<file path="src/rtl/uart_tx.sv">
// Buffered 8N1 UART transmitter: byte FIFO feeding a start/data/stop serialiser.
// Define UART_TX_PARITY_EN to insert an even-parity bit between data and stop.
module uart_tx #(
  parameter int CLKS_PER_BIT = 434,
  parameter int FIFO_DEPTH   = 16
) (
  input  logic       clk,
  input  logic       nreset,
  input  logic [7:0] tx_data,
  input  logic       tx_start,
  output logic       tx_full,
  output logic       tx_busy,
  output logic       tx_done,
  output logic       tx_overflow,
  output logic       uart_out
);

  localparam int BAUD_W = (CLKS_PER_BIT > 1) ? $clog2(CLKS_PER_BIT) : 1;
  localparam int PTR_W  = (FIFO_DEPTH > 1) ? $clog2(FIFO_DEPTH) : 1;
  localparam int CNT_W  = PTR_W + 1;
  localparam logic [BAUD_W-1:0] BAUD_LAST = BAUD_W'(CLKS_PER_BIT - 1);
  localparam logic [CNT_W-1:0]  FULL_CNT  = CNT_W'(FIFO_DEPTH);

  typedef enum logic [2:0] {
    IDLE   = 3'd0,
    START  = 3'd1,
    DATA   = 3'd2,
`ifdef UART_TX_PARITY_EN
    PARITY = 3'd4,
`endif
    STOP   = 3'd3
  } state_t;

  state_t             state_q, state_d;
  logic [BAUD_W-1:0]  baud_q, baud_d;
  logic [2:0]         bit_idx_q, bit_idx_d;
  logic [7:0]         shift_q, shift_d;
  logic [PTR_W-1:0]   wr_ptr_q, wr_ptr_d;
  logic [PTR_W-1:0]   rd_ptr_q, rd_ptr_d;
  logic [CNT_W-1:0]   count_q, count_d;
  logic               uart_out_q, uart_out_d;
  logic               tx_overflow_q, tx_overflow_d;
  logic [7:0]         fifo_mem_q [FIFO_DEPTH];
`ifdef UART_TX_PARITY_EN
  logic               parity_q, parity_d;
`endif

  logic baud_last;
  logic pop;
  logic push;

  assign baud_last = (baud_q == BAUD_LAST);
  assign pop       = (state_q == IDLE) && (count_q != '0);
  // A full FIFO still accepts a byte when the head leaves in the same cycle.
  assign push      = tx_start && ((count_q != FULL_CNT) || pop);

  // State register
  always_ff @(posedge clk or negedge nreset) begin
    if (!nreset) begin
      state_q       <= IDLE;
      baud_q        <= '0;
      bit_idx_q     <= '0;
      wr_ptr_q      <= '0;
      rd_ptr_q      <= '0;
      count_q       <= '0;
      uart_out_q    <= 1'b1;
      tx_overflow_q <= 1'b0;
    end else begin
      state_q       <= state_d;
      baud_q        <= baud_d;
      bit_idx_q     <= bit_idx_d;
      wr_ptr_q      <= wr_ptr_d;
      rd_ptr_q      <= rd_ptr_d;
      count_q       <= count_d;
      uart_out_q    <= uart_out_d;
      tx_overflow_q <= tx_overflow_d;
    end
  end

  always_ff @(posedge clk) begin
    if (push) begin
      fifo_mem_q[wr_ptr_q] <= tx_data;
    end
    shift_q <= shift_d;
`ifdef UART_TX_PARITY_EN
    parity_q <= parity_d;
`endif
  end

  // Next-state logic
  always_comb begin
    state_d = state_q;
    case (state_q)
      IDLE:  if (pop) state_d = START;
      START: if (baud_last) state_d = DATA;
      DATA: begin
        if (baud_last && (bit_idx_q == 3'd7)) begin
`ifdef UART_TX_PARITY_EN
          state_d = PARITY;
`else
          state_d = STOP;
`endif
        end
      end
`ifdef UART_TX_PARITY_EN
      PARITY: if (baud_last) state_d = STOP;
`endif
      STOP:  if (baud_last) state_d = IDLE;
      default: state_d = IDLE;
    endcase
  end

  // Datapath: baud/bit counters, shift register and FIFO bookkeeping
  always_comb begin
    baud_d        = '0;
    bit_idx_d     = bit_idx_q;
    shift_d       = shift_q;
    wr_ptr_d      = wr_ptr_q;
    rd_ptr_d      = rd_ptr_q;
    count_d       = count_q;
    tx_overflow_d = tx_start && !push;
`ifdef UART_TX_PARITY_EN
    parity_d      = parity_q;
`endif

    if (state_q != IDLE) begin
      baud_d = baud_last ? '0 : baud_q + BAUD_W'(1);
    end

    if (state_q == START) begin
      bit_idx_d = '0;
    end else if ((state_q == DATA) && baud_last) begin
      bit_idx_d = bit_idx_q + 3'd1;
      shift_d   = {1'b0, shift_q[7:1]};
    end

    if (pop) begin
      shift_d  = fifo_mem_q[rd_ptr_q];
      rd_ptr_d = rd_ptr_q + PTR_W'(1);
`ifdef UART_TX_PARITY_EN
      parity_d = ^fifo_mem_q[rd_ptr_q];
`endif
    end

    if (push) begin
      wr_ptr_d = wr_ptr_q + PTR_W'(1);
    end

    case ({push, pop})
      2'b10:   count_d = count_q + CNT_W'(1);
      2'b01:   count_d = count_q - CNT_W'(1);
      default: count_d = count_q;
    endcase
  end

  // Output logic; the line level is registered from the upcoming state
  always_comb begin
    uart_out_d = 1'b1;
    case (state_d)
      IDLE:   uart_out_d = 1'b1;
      START:  uart_out_d = 1'b0;
      DATA:   uart_out_d = shift_d[0];
`ifdef UART_TX_PARITY_EN
      PARITY: uart_out_d = parity_q;
`endif
      STOP:   uart_out_d = 1'b1;
      default: uart_out_d = 1'b1;
    endcase
    tx_done = (state_q == STOP) && baud_last;
    tx_busy = (state_q != IDLE) || (count_q != '0);
  end

  assign tx_full     = (count_q == FULL_CNT);
  assign tx_overflow = tx_overflow_q;
  assign uart_out    = uart_out_q;

endmodule

</file>
<file path="config.mk">
export PLATFORM = sky130hd
export DESIGN_NAME = uart_tx
export DESIGN_NICKNAME = d
export VERILOG_FILES = /design/src/rtl/uart_tx.sv
export SDC_FILE = /design/constraint.sdc
export NUM_CORES = 1
export LEC_CHECK = 0
export CORE_ASPECT_RATIO = 1.75
export CORE_MARGIN = 1.5
export CORE_UTILIZATION = 30
export CTS_BUF_LIST = sky130_fd_sc_hd__clkbuf_4 sky130_fd_sc_hd__clkbuf_8
export CTS_CLUSTER_SIZE = 30
export DETAILED_ROUTE_END_ITERATION = 6
export HOLD_SLACK_MARGIN = 0.02
export PLACE_DENSITY = 0.47
export SLEW_MARGIN = 20
export SYNTH_ARGS = -nofsm -noshare
export SYNTH_HDL_FRONTEND = slang
export SYNTH_SLANG_ARGS = --single-unit
export TNS_END_PERCENT = 10
</file>
<file path="constraint.sdc">
create_clock -name clk -period 8.6 [get_ports clk]
set_clock_uncertainty 0.2 [all_clocks]
set_input_delay 1.29 -clock clk [delete_from_list [all_inputs] [get_ports clk]]
set_output_delay 1.29 -clock clk [all_outputs]
set_load 0.05 [all_outputs]
</file>
==> flow_metrics.tcl <==
set metrics [dict create \
    yosysSeqAreaShare_pct 70.14 \
    grt_pass1_wl_mm 21.41 \
    htreeDepth 4 \
    cp_data_required_time_ns 7.11 \
    ir_drop_uv 109.0 \
    post-route-drc-count 0 \
    die_y_um 203.3 \
    cts.clk_slew.worst_paths_ns 0.08 \
    antenna_found_initial 0 \
    postCtsSetupRepairBufs 0 \
    start_kind "flip-flop" \
    cap_violations 0 \
    clock_latency_ns 0.45 \
    tritoncts "built" \
    cts_inserted_buffers 17 \
    vias_per_cell 4.714 \
    synth_top_family_by_area "multiplexers" \
    synth_cell_types 48 \
    design_area_um2 7771 \
    synth_flop_cell "edfxtp_1" \
    ctsLongestPathBuffers 2 \
    synthSimpleGateAreaFrac_pct 6.601 \
    ff2ff_path_depth 9 \
    synth_warnings 0 \
    critical-path-max-stage-delay_ns 0.83 \
    synthToLayoutAreaGrowth_pct 12.95 \
    run_status "finished clean" \
    cts-root-buf "clkbuf_8" \
    antenna_cells 0 \
    placed_area_um2 7372 \
    grt_pass1_vias 3737 \
    synth-xor-area-share_pct 2.037 \
    path_delay_family "simple AND/OR/NAND/NOR gates" \
    ctsResizeCount 0 \
    layout_min_cycle_time_ns 4.385 \
    die_area_um2 23890 \
    setup_viol 0 \
    fin_cells 728 \
    min_path_type "flip-flop to flip-flop" \
    fin_crit_sh_pct 50.98 \
    hold_buffers 0 \
    finalHoldViolations 0 \
    synth.mux.area_fraction_pct 13.53 \
    path_class "flip-flop to output pin" \
    power.leakage_uw 0.002692 \
    synth-compound-area-share_pct 3.837 \
    worst_pin_slew_ns 0.6857 \
    async_flop_share_pct 18.07 \
    layout_commonest_cell "edfxtp_1" \
    fmax_mhz 228.1 \
    layout-drive-gt1-share_pct 17.76 \
    clock_sinks 166 \
    crit_arrival_ns 2.89 \
    core_area_um2 22650 \
    synth_cells 392 \
    wl_mm 13.78 \
    grt.total_usage_pct 12.18 \
    synth_seq_cells 166 \
    dpl.cell_count 696 \
    syn_area_um2 6880 \
    holdPathStages 1 \
    critPathMaxFanout 4 \
    num_rows 73 \
    num_vias 3432 \
    synth-adder-area-share_pct 2.473 \
    end_kind "output pin" \
    start_util_pct 30.37 \
    nets 439 \
    synth_nets 416 \
    die_x_um 117.5 \
    slowest_stage "clkdlybuf4s50_1" \
    grt_overflow 0 \
    setup_tns_ns 0 \
    synth_edf_count 135 \
    port_buffers 15 \
    wl_per_cell_um 18.92 \
    power_density_nw_per_um2 291.7 \
    maxSlewViolCount 0 \
    critical_path_depth 7 \
    firstDrtPassIters 4 \
    rsz0062_at_grt "false" \
    dpl.hpwl_mm 9.173 \
    gp_congestion 0.6993 \
    crit_chain "inv_1, ha_1, nand4b_1, nor4_1, nand2_1, nor3b_1, clkdlybuf4s50_1" \
    ios 16 \
    most-common-layout-cells "135 x edfxtp_1, 32 x mux4_2, 28 x dfrtp_1, 25 x nand2_1, 18 x mux2i_1" \
    detail-route-antenna-nets 0 \
    drt_iter0_markers 197 \
    slew_headroom_pct 54.29 \
    grt_max_degree 36 \
    critPathBufInv 2 \
    avgSynthCellArea_um2 17.55 \
]
layer usage:
layer  vias up  wire length, µm  track usage [%]
met5         -                0                0
li1       1567                -                -
met2        44             7892            23.78
met3        18              367            3.244
met1      1803             5332            12.50
met4         0              182            3.833
kinds of logic after synthesis:
logic type,count (synthesis)
AOI/OAI and AO/OA,35
xor gates and xnor gates,16
adders and majority gates,13
buffers and inverters,22
DFF,166
muxes,52
other,1
and+or+nand+nor,87
path summary, 6_finish.rpt:
| check | start | to | slack, ns |
|---|---|---|---|
| max in group asynchronous | nreset | uart_out$_DFF_PN1_ | 6.83 |
| worst min-delay path | baud_q[0]$_DFF_PN0_ | baud_q[0]$_DFF_PN0_ | 0.31 |
| min in group asynchronous | nreset | rd_ptr_q[3]$_DFFE_PN0P_ | 1.03 |
| worst max register to register | count_q[0]$_DFFE_PN0P_ | count_q[4]$_DFFE_PN0P_ | 5.40 |
| worst max-delay path | baud_q[1]$_DFF_PN0_ | tx_done | 4.22 |
| worst min register to register | baud_q[0]$_DFF_PN0_ | baud_q[0]$_DFF_PN0_ | 0.31 |
cell type report:
type                            instances  area (µm²)
Timing Repair Buffer                   19       180.2
Multi-Input combinational cell        204        1963
Tap cell                              300       375.4
Sequential cell                       166        4827
Clock inverter                         15       165.2
Inverter                                7       26.28
Fill cell                            2238       14880
Clock buffer                           17       234.0
Yosys cell counts, drive strengths merged (3+ instances only):
library cell / count / share of area [%]
edfxtp: 135 / 59
mux4: 32 / 10
dfrtp: 29 / 11
nand2: 25 / 1.4
mux2i: 18 / 2.6
nor2: 16 / 0.98
and2: 13 / 1.2
ha: 12 / 2.2
xnor2: 12 / 1.5
buf: 11 / 0.73
a21o: 7 / 0.78
inv: 7 / 0.38
o21ai: 7 / 0.67
and3: 6 / 0.55
nand3: 6 / 0.44
o22ai: 6 / 0.55
a21oi: 4 / 0.29
clkbuf: 4 / 0.22
xor2: 4 / 0.51
nor2b: 3 / 0.27
nor3b: 3 / 0.33
or3: 3 / 0.27
sequential cells by signal (all words and copies together), names as in the netlist:
register     cells
tx_overflow      1
rd_ptr_q         4
baud_q           9
bit_idx_q        3
fifo_mem_q     128
shift_q          8
count_q          5
wr_ptr_q         4
uart_out         1
state_q          3
stage by stage:
step                      hold WS, ns  power [µW]  setup slack (ns)  util, %
final                          0.3090        2267             4.215    34.31
after CTS                      0.3124        2305             4.154    34.31
after floorplan                0.2535        1545             4.781        -
after global routing           0.3344        2389             3.977    34.31
after detailed placement       0.3010        1730             4.681    32.55
after global placement         0.2652        1713             4.687    32.55
power by group:
group	switching (µW)	total [µW]	internal [µW]
Clock	306	572	266
Sequential	67.2	1060	991
Combinational	340	637	297
(Power assumes the default switching activity.)
